`config.mk`:
```
export PLATFORM = sky130hd
export DESIGN_NAME = dual_pipe_retire_unit
export DESIGN_NICKNAME = d
export VERILOG_FILES = /design/src/rtl/core_retire_pkg.sv /design/src/rtl/retire_order_steer.sv /design/src/rtl/dual_pipe_retire_unit.sv
export SDC_FILE = /design/constraint.sdc
export NUM_CORES = 1
export LEC_CHECK = 0
export ABC_AREA = 1
export CELL_PAD_IN_SITES_DETAIL_PLACEMENT = 1
export CELL_PAD_IN_SITES_GLOBAL_PLACEMENT = 2
export CORE_MARGIN = 2
export CORE_UTILIZATION = 30
export CTS_CLUSTER_SIZE = 25
export DETAILED_ROUTE_END_ITERATION = 6
export GPL_ROUTABILITY_DRIVEN = 0
export GPL_TIMING_DRIVEN = 1
export HOLD_SLACK_MARGIN = 0.1
export PLACE_DENSITY = 0.73
export RECOVER_POWER = 100
export SLEW_MARGIN = 10
export SYNTH_ARGS = -nofsm -noshare
export SYNTH_HDL_FRONTEND = slang
export SYNTH_SLANG_ARGS = --single-unit
```
`constraint.sdc`:
```
create_clock -name clk -period 10.81 [get_ports clk]
set_clock_uncertainty 0.1 [all_clocks]
set_input_delay 1.081 -clock clk [delete_from_list [all_inputs] [get_ports clk]]
set_output_delay 1.081 -clock clk [all_outputs]
set_load 0.05 [all_outputs]
```
`src/rtl/core_retire_pkg.sv`:
```
// Shared types for the dual-pipe retire unit: per-pipe result slots and pair-queue entries.
package core_retire_pkg;

  localparam int unsigned DataW    = 32;
  localparam int unsigned RegAddrW = 5;
  localparam int unsigned REG_X0   = 0;

  typedef struct packed {
    logic                we;
    logic [RegAddrW-1:0] rd;
    logic [DataW-1:0]    data;
  } retire_slot_t;

  typedef struct packed {
    logic         mem_older;
    logic         br_done;
    logic         mem_done;
    retire_slot_t br;
    retire_slot_t mem;
  } retire_entry_t;

  // A slot only reaches the register file if it writes and does not target x0.
  function automatic logic slot_writes(retire_slot_t s);
    return s.we && (s.rd != RegAddrW'(REG_X0));
  endfunction

endpackage

```
`src/rtl/retire_order_steer.sv`:
```
// Maps the retiring head entry onto RF ports 0 (older) and 1 (younger) with write suppression.
module retire_order_steer
  import core_retire_pkg::*;
(
  input  logic                retire_i,
  input  retire_entry_t       head_i,
  output logic [1:0]          rf_we_o,
  output logic [RegAddrW-1:0] rf_waddr_o [1:0],
  output logic [DataW-1:0]    rf_wdata_o [1:0]
);

  retire_slot_t old_s;
  retire_slot_t yng_s;
  logic         old_we;
  logic         yng_we;

  always_comb begin
    old_s  = head_i.mem_older ? head_i.mem : head_i.br;
    yng_s  = head_i.mem_older ? head_i.br  : head_i.mem;
    yng_we = retire_i && slot_writes(yng_s);
    // Same destination: the younger instruction's write is the architecturally visible one.
    old_we = retire_i && slot_writes(old_s) && !(yng_we && (old_s.rd == yng_s.rd));

    rf_we_o       = {yng_we, old_we};
    rf_waddr_o[0] = old_we ? old_s.rd   : '0;
    rf_wdata_o[0] = old_we ? old_s.data : '0;
    rf_waddr_o[1] = yng_we ? yng_s.rd   : '0;
    rf_wdata_o[1] = yng_we ? yng_s.data : '0;
  end

endmodule

```
`src/rtl/dual_pipe_retire_unit.sv`:
```
// In-order pair queue that collects Branch/Memory writebacks and retires each pair
// to the two RF write ports once both results are present.
module dual_pipe_retire_unit
  import core_retire_pkg::*;
#(
  parameter int unsigned WIDTH    = DataW,
  parameter int unsigned DEPTH    = 4,
  parameter int unsigned REG_ADDR = RegAddrW
) (
  input  logic                       clk,
  input  logic                       rst,
  input  logic                       flush,
  input  logic                       issue_valid,
  input  logic                       issue_mem_older,
  output logic                       issue_ready,
  input  logic                       br_wb_valid,
  input  logic                       br_wb_we,
  input  logic [REG_ADDR-1:0]        br_wb_rd,
  input  logic [WIDTH-1:0]           br_wb_data,
  input  logic                       mem_wb_valid,
  input  logic                       mem_wb_we,
  input  logic [REG_ADDR-1:0]        mem_wb_rd,
  input  logic [WIDTH-1:0]           mem_wb_data,
  output logic [1:0]                 rf_we,
  output logic [REG_ADDR-1:0]        rf_waddr [1:0],
  output logic [WIDTH-1:0]           rf_wdata [1:0],
  output logic [$clog2(DEPTH):0]     occupancy,
  output logic                       protocol_err
);

  localparam int unsigned IdxW = $clog2(DEPTH);
  localparam int unsigned PtrW = IdxW + 1;

  retire_entry_t   entry_q [DEPTH];
  retire_entry_t   entry_d [DEPTH];
  logic [PtrW-1:0] head_q, head_d;
  logic [PtrW-1:0] tail_q, tail_d;
  logic [PtrW-1:0] br_wptr_q, br_wptr_d;
  logic [PtrW-1:0] mem_wptr_q, mem_wptr_d;
  logic            err_q, err_d;

  logic [PtrW-1:0] occ;
  retire_entry_t   head_entry;
  logic            issue_fire;
  logic            retire_fire;
  logic            br_hit;
  logic            mem_hit;

  assign occ          = tail_q - head_q;
  assign occupancy    = occ;
  assign issue_ready  = (occ < PtrW'(DEPTH));
  assign protocol_err = err_q;
  assign head_entry   = entry_q[head_q[IdxW-1:0]];

  assign issue_fire  = issue_valid && issue_ready && !flush;
  assign retire_fire = (occ != '0) && head_entry.br_done && head_entry.mem_done && !flush;
  // A write pointer equal to tail points at a pair that has not been issued yet.
  assign br_hit      = br_wb_valid && (br_wptr_q != tail_q);
  assign mem_hit     = mem_wb_valid && (mem_wptr_q != tail_q);

  always_comb begin
    entry_d    = entry_q;
    head_d     = head_q;
    tail_d     = tail_q;
    br_wptr_d  = br_wptr_q;
    mem_wptr_d = mem_wptr_q;
    err_d      = err_q;

    if (flush) begin
      for (int i = 0; i < DEPTH; i++) begin
        entry_d[i].br_done  = 1'b0;
        entry_d[i].mem_done = 1'b0;
      end
      head_d     = '0;
      tail_d     = '0;
      br_wptr_d  = '0;
      mem_wptr_d = '0;
    end else begin
      if (issue_fire) begin
        entry_d[tail_q[IdxW-1:0]].mem_older = issue_mem_older;
        entry_d[tail_q[IdxW-1:0]].br_done   = 1'b0;
        entry_d[tail_q[IdxW-1:0]].mem_done  = 1'b0;
        tail_d = tail_q + PtrW'(1);
      end

      if (br_hit) begin
        entry_d[br_wptr_q[IdxW-1:0]].br.we   = br_wb_we;
        entry_d[br_wptr_q[IdxW-1:0]].br.rd   = br_wb_rd;
        entry_d[br_wptr_q[IdxW-1:0]].br.data = br_wb_data;
        entry_d[br_wptr_q[IdxW-1:0]].br_done = 1'b1;
        br_wptr_d = br_wptr_q + PtrW'(1);
      end else if (br_wb_valid) begin
        err_d = 1'b1;
      end

      if (mem_hit) begin
        entry_d[mem_wptr_q[IdxW-1:0]].mem.we   = mem_wb_we;
        entry_d[mem_wptr_q[IdxW-1:0]].mem.rd   = mem_wb_rd;
        entry_d[mem_wptr_q[IdxW-1:0]].mem.data = mem_wb_data;
        entry_d[mem_wptr_q[IdxW-1:0]].mem_done = 1'b1;
        mem_wptr_d = mem_wptr_q + PtrW'(1);
      end else if (mem_wb_valid) begin
        err_d = 1'b1;
      end

      if (retire_fire) begin
        head_d = head_q + PtrW'(1);
      end
    end
  end

  always_ff @(posedge clk or posedge rst) begin
    if (rst) begin
      for (int i = 0; i < DEPTH; i++) begin
        entry_q[i] <= '0;
      end
      head_q     <= '0;
      tail_q     <= '0;
      br_wptr_q  <= '0;
      mem_wptr_q <= '0;
      err_q      <= 1'b0;
    end else begin
      entry_q    <= entry_d;
      head_q     <= head_d;
      tail_q     <= tail_d;
      br_wptr_q  <= br_wptr_d;
      mem_wptr_q <= mem_wptr_d;
      err_q      <= err_d;
    end
  end

  retire_order_steer u_steer (
    .retire_i   (retire_fire),
    .head_i     (head_entry),
    .rf_we_o    (rf_we),
    .rf_waddr_o (rf_waddr),
    .rf_wdata_o (rf_wdata)
  );

endmodule

```
==> impl_metrics.xml <==
<?xml version="1.0" encoding="UTF-8"?>
<metrics>
  <group name="status">
    <metric name="outcome" unit="">finished with violations</metric>
    <metric name="violations" unit="">max-capacitance violations, max-slew violations</metric>
  </group>
  <group name="power">
    <metric name="power_switching" unit="mW">1.536</metric>
    <metric name="internal_power" unit="mW">2.894</metric>
    <metric name="power_frac_comb" unit="%">27.8</metric>
    <metric name="power.sequential.fraction" unit="%">40.8</metric>
    <metric name="power.leakage" unit="nW">9.543</metric>
    <metric name="peakVddDrop" unit="V">0.0001255</metric>
    <metric name="power.share.clock" unit="%">31.4</metric>
    <metric name="power.density_cell_area" unit="nW/um^2">224.5</metric>
    <metric name="p_sw_share" unit="%">34.67</metric>
    <metric name="p_total" unit="mW">4.430</metric>
  </group>
  <group name="worst_setup_path">
    <metric name="end_kind" unit="">output port</metric>
    <metric name="critPathRequiredTime" unit="ns">9.63</metric>
    <metric name="critical_path.max_fanout" unit="">77</metric>
    <metric name="cp-start-kind" unit="">flip-flop</metric>
    <metric name="timing_worst_setup_path_type" unit="">reg2out</metric>
    <metric name="ff2ff_setup_slack" unit="ns">5.53</metric>
    <metric name="cp_top_family" unit="">buffers and inverters</metric>
    <metric name="critical_path.slowest_cell" unit="">sky130_fd_sc_hd__dfrtp_1</metric>
    <metric name="worst_path_arrival_time" unit="ns">7.21</metric>
    <metric name="slowest_delay" unit="ns">1.61</metric>
    <metric name="worstPathCellList" unit="">clkbuf_1 &gt; nand3_1 &gt; nand2_2 &gt; buf_4 &gt; nand2_1 &gt; nand2_1 &gt; nand2_1 &gt; nor2_2 &gt; nor2_2 &gt; nand2_1 &gt; nand2_2 &gt; nor2_1 &gt; dlygate4sd3_1</metric>
    <metric name="crit_path_frequent_cell" unit="">sky130_fd_sc_hd__nand2_1</metric>
    <metric name="worst-path-buf-inv" unit="">3</metric>
  </group>
  <group name="sta">
    <metric name="maxClockFrequency" unit="MHz">119.2</metric>
    <metric name="timing.final.setup_violations" unit="">0</metric>
    <metric name="finalHoldViolCount" unit="">0</metric>
    <metric name="timing.slew.headroom" unit="%">-279.7</metric>
    <metric name="tns" unit="ns">0</metric>
    <metric name="tightestPinTransition" unit="ns">5.696</metric>
    <metric name="rsz0062_at_grt" unit="">false</metric>
    <metric name="slew_viol_final" unit="">676</metric>
    <metric name="fin_hold_ws" unit="ns">0.3583</metric>
    <metric name="layout_setup_ws" unit="ns">2.419</metric>
    <metric name="fin_crit" unit="ns">8.391</metric>
    <metric name="fin_crit_sh" unit="%">77.63</metric>
  </group>
  <group name="cells_and_area">
    <metric name="drive_above_1_share" unit="%">4.834</metric>
    <metric name="most_common_library_cell_in_the_layout_ignoring_fill_and_taps" unit="">sky130_fd_sc_hd__nand2_1</metric>
    <metric name="num-nets-final" unit="">2323</metric>
    <metric name="antenna-diode-count" unit="">0</metric>
    <metric name="fill_cell_instance_count_of_the_final_layout" unit="">6482</metric>
    <metric name="postLayoutCoreUtil" unit="%">36.59</metric>
    <metric name="layout_common_cells" unit="">sky130_fd_sc_hd__nand2_1 (700), sky130_fd_sc_hd__o21ai_0 (364), sky130_fd_sc_hd__dfrtp_1 (328)</metric>
    <metric name="areaGrowthSynthToFinish" unit="%">20.22</metric>
  </group>
  <group name="clocking">
    <metric name="cts_hold_buffers" unit="">0</metric>
    <metric name="clk_transition_reported_paths" unit="ns">0.06</metric>
    <metric name="cts-root-buf" unit="">sky130_fd_sc_hd__clkbuf_16</metric>
    <metric name="clock_insertion_delay_worst_skew" unit="ns">0.56</metric>
    <metric name="numCtsBuffers" unit="">40</metric>
    <metric name="cts_htree_levels" unit="">2</metric>
    <metric name="cts-root-to-sink-buffers" unit="">3</metric>
    <metric name="cts_tree" unit="">built</metric>
    <metric name="clock_sinks" unit="">329</metric>
    <metric name="number_of_buffers_inserted_to_repair_setup_after_cts" unit="">0</metric>
    <metric name="post_cts_resized" unit="">0</metric>
  </group>
  <group name="global_route">
    <metric name="number_of_global_route_vias_before_repair" unit="">14640</metric>
    <metric name="grt.overflow.total" unit="">0</metric>
    <metric name="pin_count_of_the_biggest_net_entering_global_routing" unit="">123</metric>
    <metric name="initial_antenna_violation_count" unit="">0</metric>
    <metric name="grt_first_pass_wirelength" unit="microns">86500</metric>
    <metric name="groute.usage.overall" unit="%">19.67</metric>
  </group>
  <group name="place">
    <metric name="place_hpwl" unit="microns">36280</metric>
    <metric name="dp_worst_slack" unit="ns">4.602</metric>
    <metric name="port_buffers" unit="">163</metric>
  </group>
  <group name="synth">
    <metric name="main_area_contributors_after_synthesis" unit="">sky130_fd_sc_hd__dfrtp_1 (50%), sky130_fd_sc_hd__nand2_1 (16%), sky130_fd_sc_hd__o21ai_0 (11%)</metric>
    <metric name="synth_top_cell_area_share" unit="%">50.16</metric>
    <metric name="synth_warnings" unit="">0</metric>
    <metric name="synthesized_net_count" unit="">2240</metric>
    <metric name="synthArstFlopShare" unit="%">100.0</metric>
    <metric name="yosys_register_bits" unit="">329</metric>
    <metric name="post_synth_instance_area" unit="sq um">16410</metric>
    <metric name="yosys.cell_types.count" unit="">30</metric>
    <metric name="synth_largest_area_cell" unit="">sky130_fd_sc_hd__dfrtp_1</metric>
    <metric name="synthesis.area_per_instance" unit="sq um">7.662</metric>
    <metric name="yosysSeqAreaShare" unit="%">50.16</metric>
    <metric name="synth_flop_cell" unit="">sky130_fd_sc_hd__dfrtp_1</metric>
    <metric name="synth_edf_count" unit="">0</metric>
    <metric name="synth_cells" unit="">2142</metric>
  </group>
  <group name="drt">
    <metric name="postRouteAntennaNets" unit="">0</metric>
    <metric name="dr.first_iter.drc_count" unit="">771</metric>
    <metric name="via_count" unit="">14430</metric>
    <metric name="wl" unit="microns">55270</metric>
    <metric name="avg_wl_per_cell" unit="microns">18.73</metric>
    <metric name="drt_pre_antenna_iters" unit="">5</metric>
    <metric name="drcViolationCount" unit="">0</metric>
    <metric name="avgViaCountPerCell" unit="">4.890</metric>
  </group>
  <group name="die">
    <metric name="core_area" unit="sq um">53920</metric>
    <metric name="pin_count" unit="">164</metric>
    <metric name="fp.dieArea" unit="sq um">56590</metric>
    <metric name="fp.dieW" unit="microns">237.9</metric>
    <metric name="fp-row-count" unit="">85</metric>
    <metric name="start_util" unit="%">30.44</metric>
    <metric name="die_height" unit="microns">237.9</metric>
  </group>
  <group name="run">
    <metric name="drv.max_cap_violation_count" unit="">11</metric>
  </group>
  <group name="worst_hold_path">
    <metric name="min_path_type" unit="">reg2reg</metric>
  </group>
</metrics>
## layout make-up
type / instances / area, sq um / share of cell area, %
sequential: 329 / 8237 / 41.75
multi-input combinational: 1425 / 6584 / 33.37
timing repair buffer: 180 / 1737 / 8.802
clock buffer: 63 / 1250 / 6.335
inverter: 249 / 939.7 / 4.763
tap: 696 / 870.8 / 4.414
clock inverter: 9 / 112.6 / 0.5707
## metrics by stage
| stage | instance area (sq um) | std cells |
|---|---|---|
| CTS | 19790 | 2951 |
| floorplan | 16410 | 2142 |
| global route | 19730 | 2951 |
| detailed placement | 18420 | 2879 |
| global placement | 18420 | 2879 |
| finish | 19730 | 2951 |
## cells by family (layout without fill, tap and decap cells)
group | Yosys count | in the layout | share of synthesized area, %
adder cells (fa/ha/maj) | 15 | 15 | 1.189
AND/OR/NAND/NOR | 844 | 844 | 19.98
XOR/XNOR | 11 | 11 | 0.5871
flip-flops | 329 | 329 | 50.16
AO/OA/AOI/OAI | 555 | 555 | 18.24
buffers and inverters | 388 | 501 | 9.835
## synth_stat cells (2+ instances only)
master / n
sky130_fd_sc_hd__nand2_1: 703
sky130_fd_sc_hd__clkbuf_1: 62
sky130_fd_sc_hd__o21ai_1: 10
sky130_fd_sc_hd__a32o_1: 16
sky130_fd_sc_hd__buf_4: 5
sky130_fd_sc_hd__buf_6: 7
sky130_fd_sc_hd__a22oi_1: 48
sky130_fd_sc_hd__inv_1: 241
sky130_fd_sc_hd__inv_2: 3
sky130_fd_sc_hd__clkinv_1: 5
sky130_fd_sc_hd__buf_2: 43
sky130_fd_sc_hd__o21a_1: 2
sky130_fd_sc_hd__nand3_1: 38
sky130_fd_sc_hd__nor2_2: 21
sky130_fd_sc_hd__buf_12: 2
sky130_fd_sc_hd__o21ai_0: 359
sky130_fd_sc_hd__nand2_2: 2
sky130_fd_sc_hd__xor2_1: 3
sky130_fd_sc_hd__dfrtp_1: 329
sky130_fd_sc_hd__a21oi_1: 116
sky130_fd_sc_hd__buf_1: 20
sky130_fd_sc_hd__xnor2_1: 8
sky130_fd_sc_hd__nor2_1: 79
sky130_fd_sc_hd__ha_1: 14
## routing by layer
metal	up-vias	track usage, %	routed length (microns)
met5	-	0	0
met3	49	2.615	2041
met1	7210	28.38	27210
li1	6947	-	-
met2	224	31.48	25130
met4	0	4.288	897
## final timing paths
check | start | endpoint | cells after the start
hold reg to reg | protocol_err | protocol_err | 1
setup / recovery | head_q[1] | rf_wdata[19] | 13
max in group asynchronous | rst | entry_q[23] | 3
setup reg to reg | head_q[1] | entry_q[234] | 10
hold / removal | protocol_err | protocol_err | 1
min in group asynchronous | rst | entry_q[307] | 2
## registers in the layout, indices dropped and copies added (netlist names)
register	flops
br_wptr_q	3
entry_q	316
head_q	3
mem_wptr_q	3
protocol_err	1
tail_q	3
## power groups by stage
stage / clock network (mW) / registers (mW) / logic (mW)
floorplan: 0 / 1.77 / 0.840
global placement: 0 / 1.81 / 1.21
detailed placement: 0 / 1.82 / 1.24
CTS: 1.43 / 1.80 / 1.25
global route: 1.48 / 1.85 / 1.41
finish: 1.39 / 1.81 / 1.23
Power figures use the tool's default switching activity.
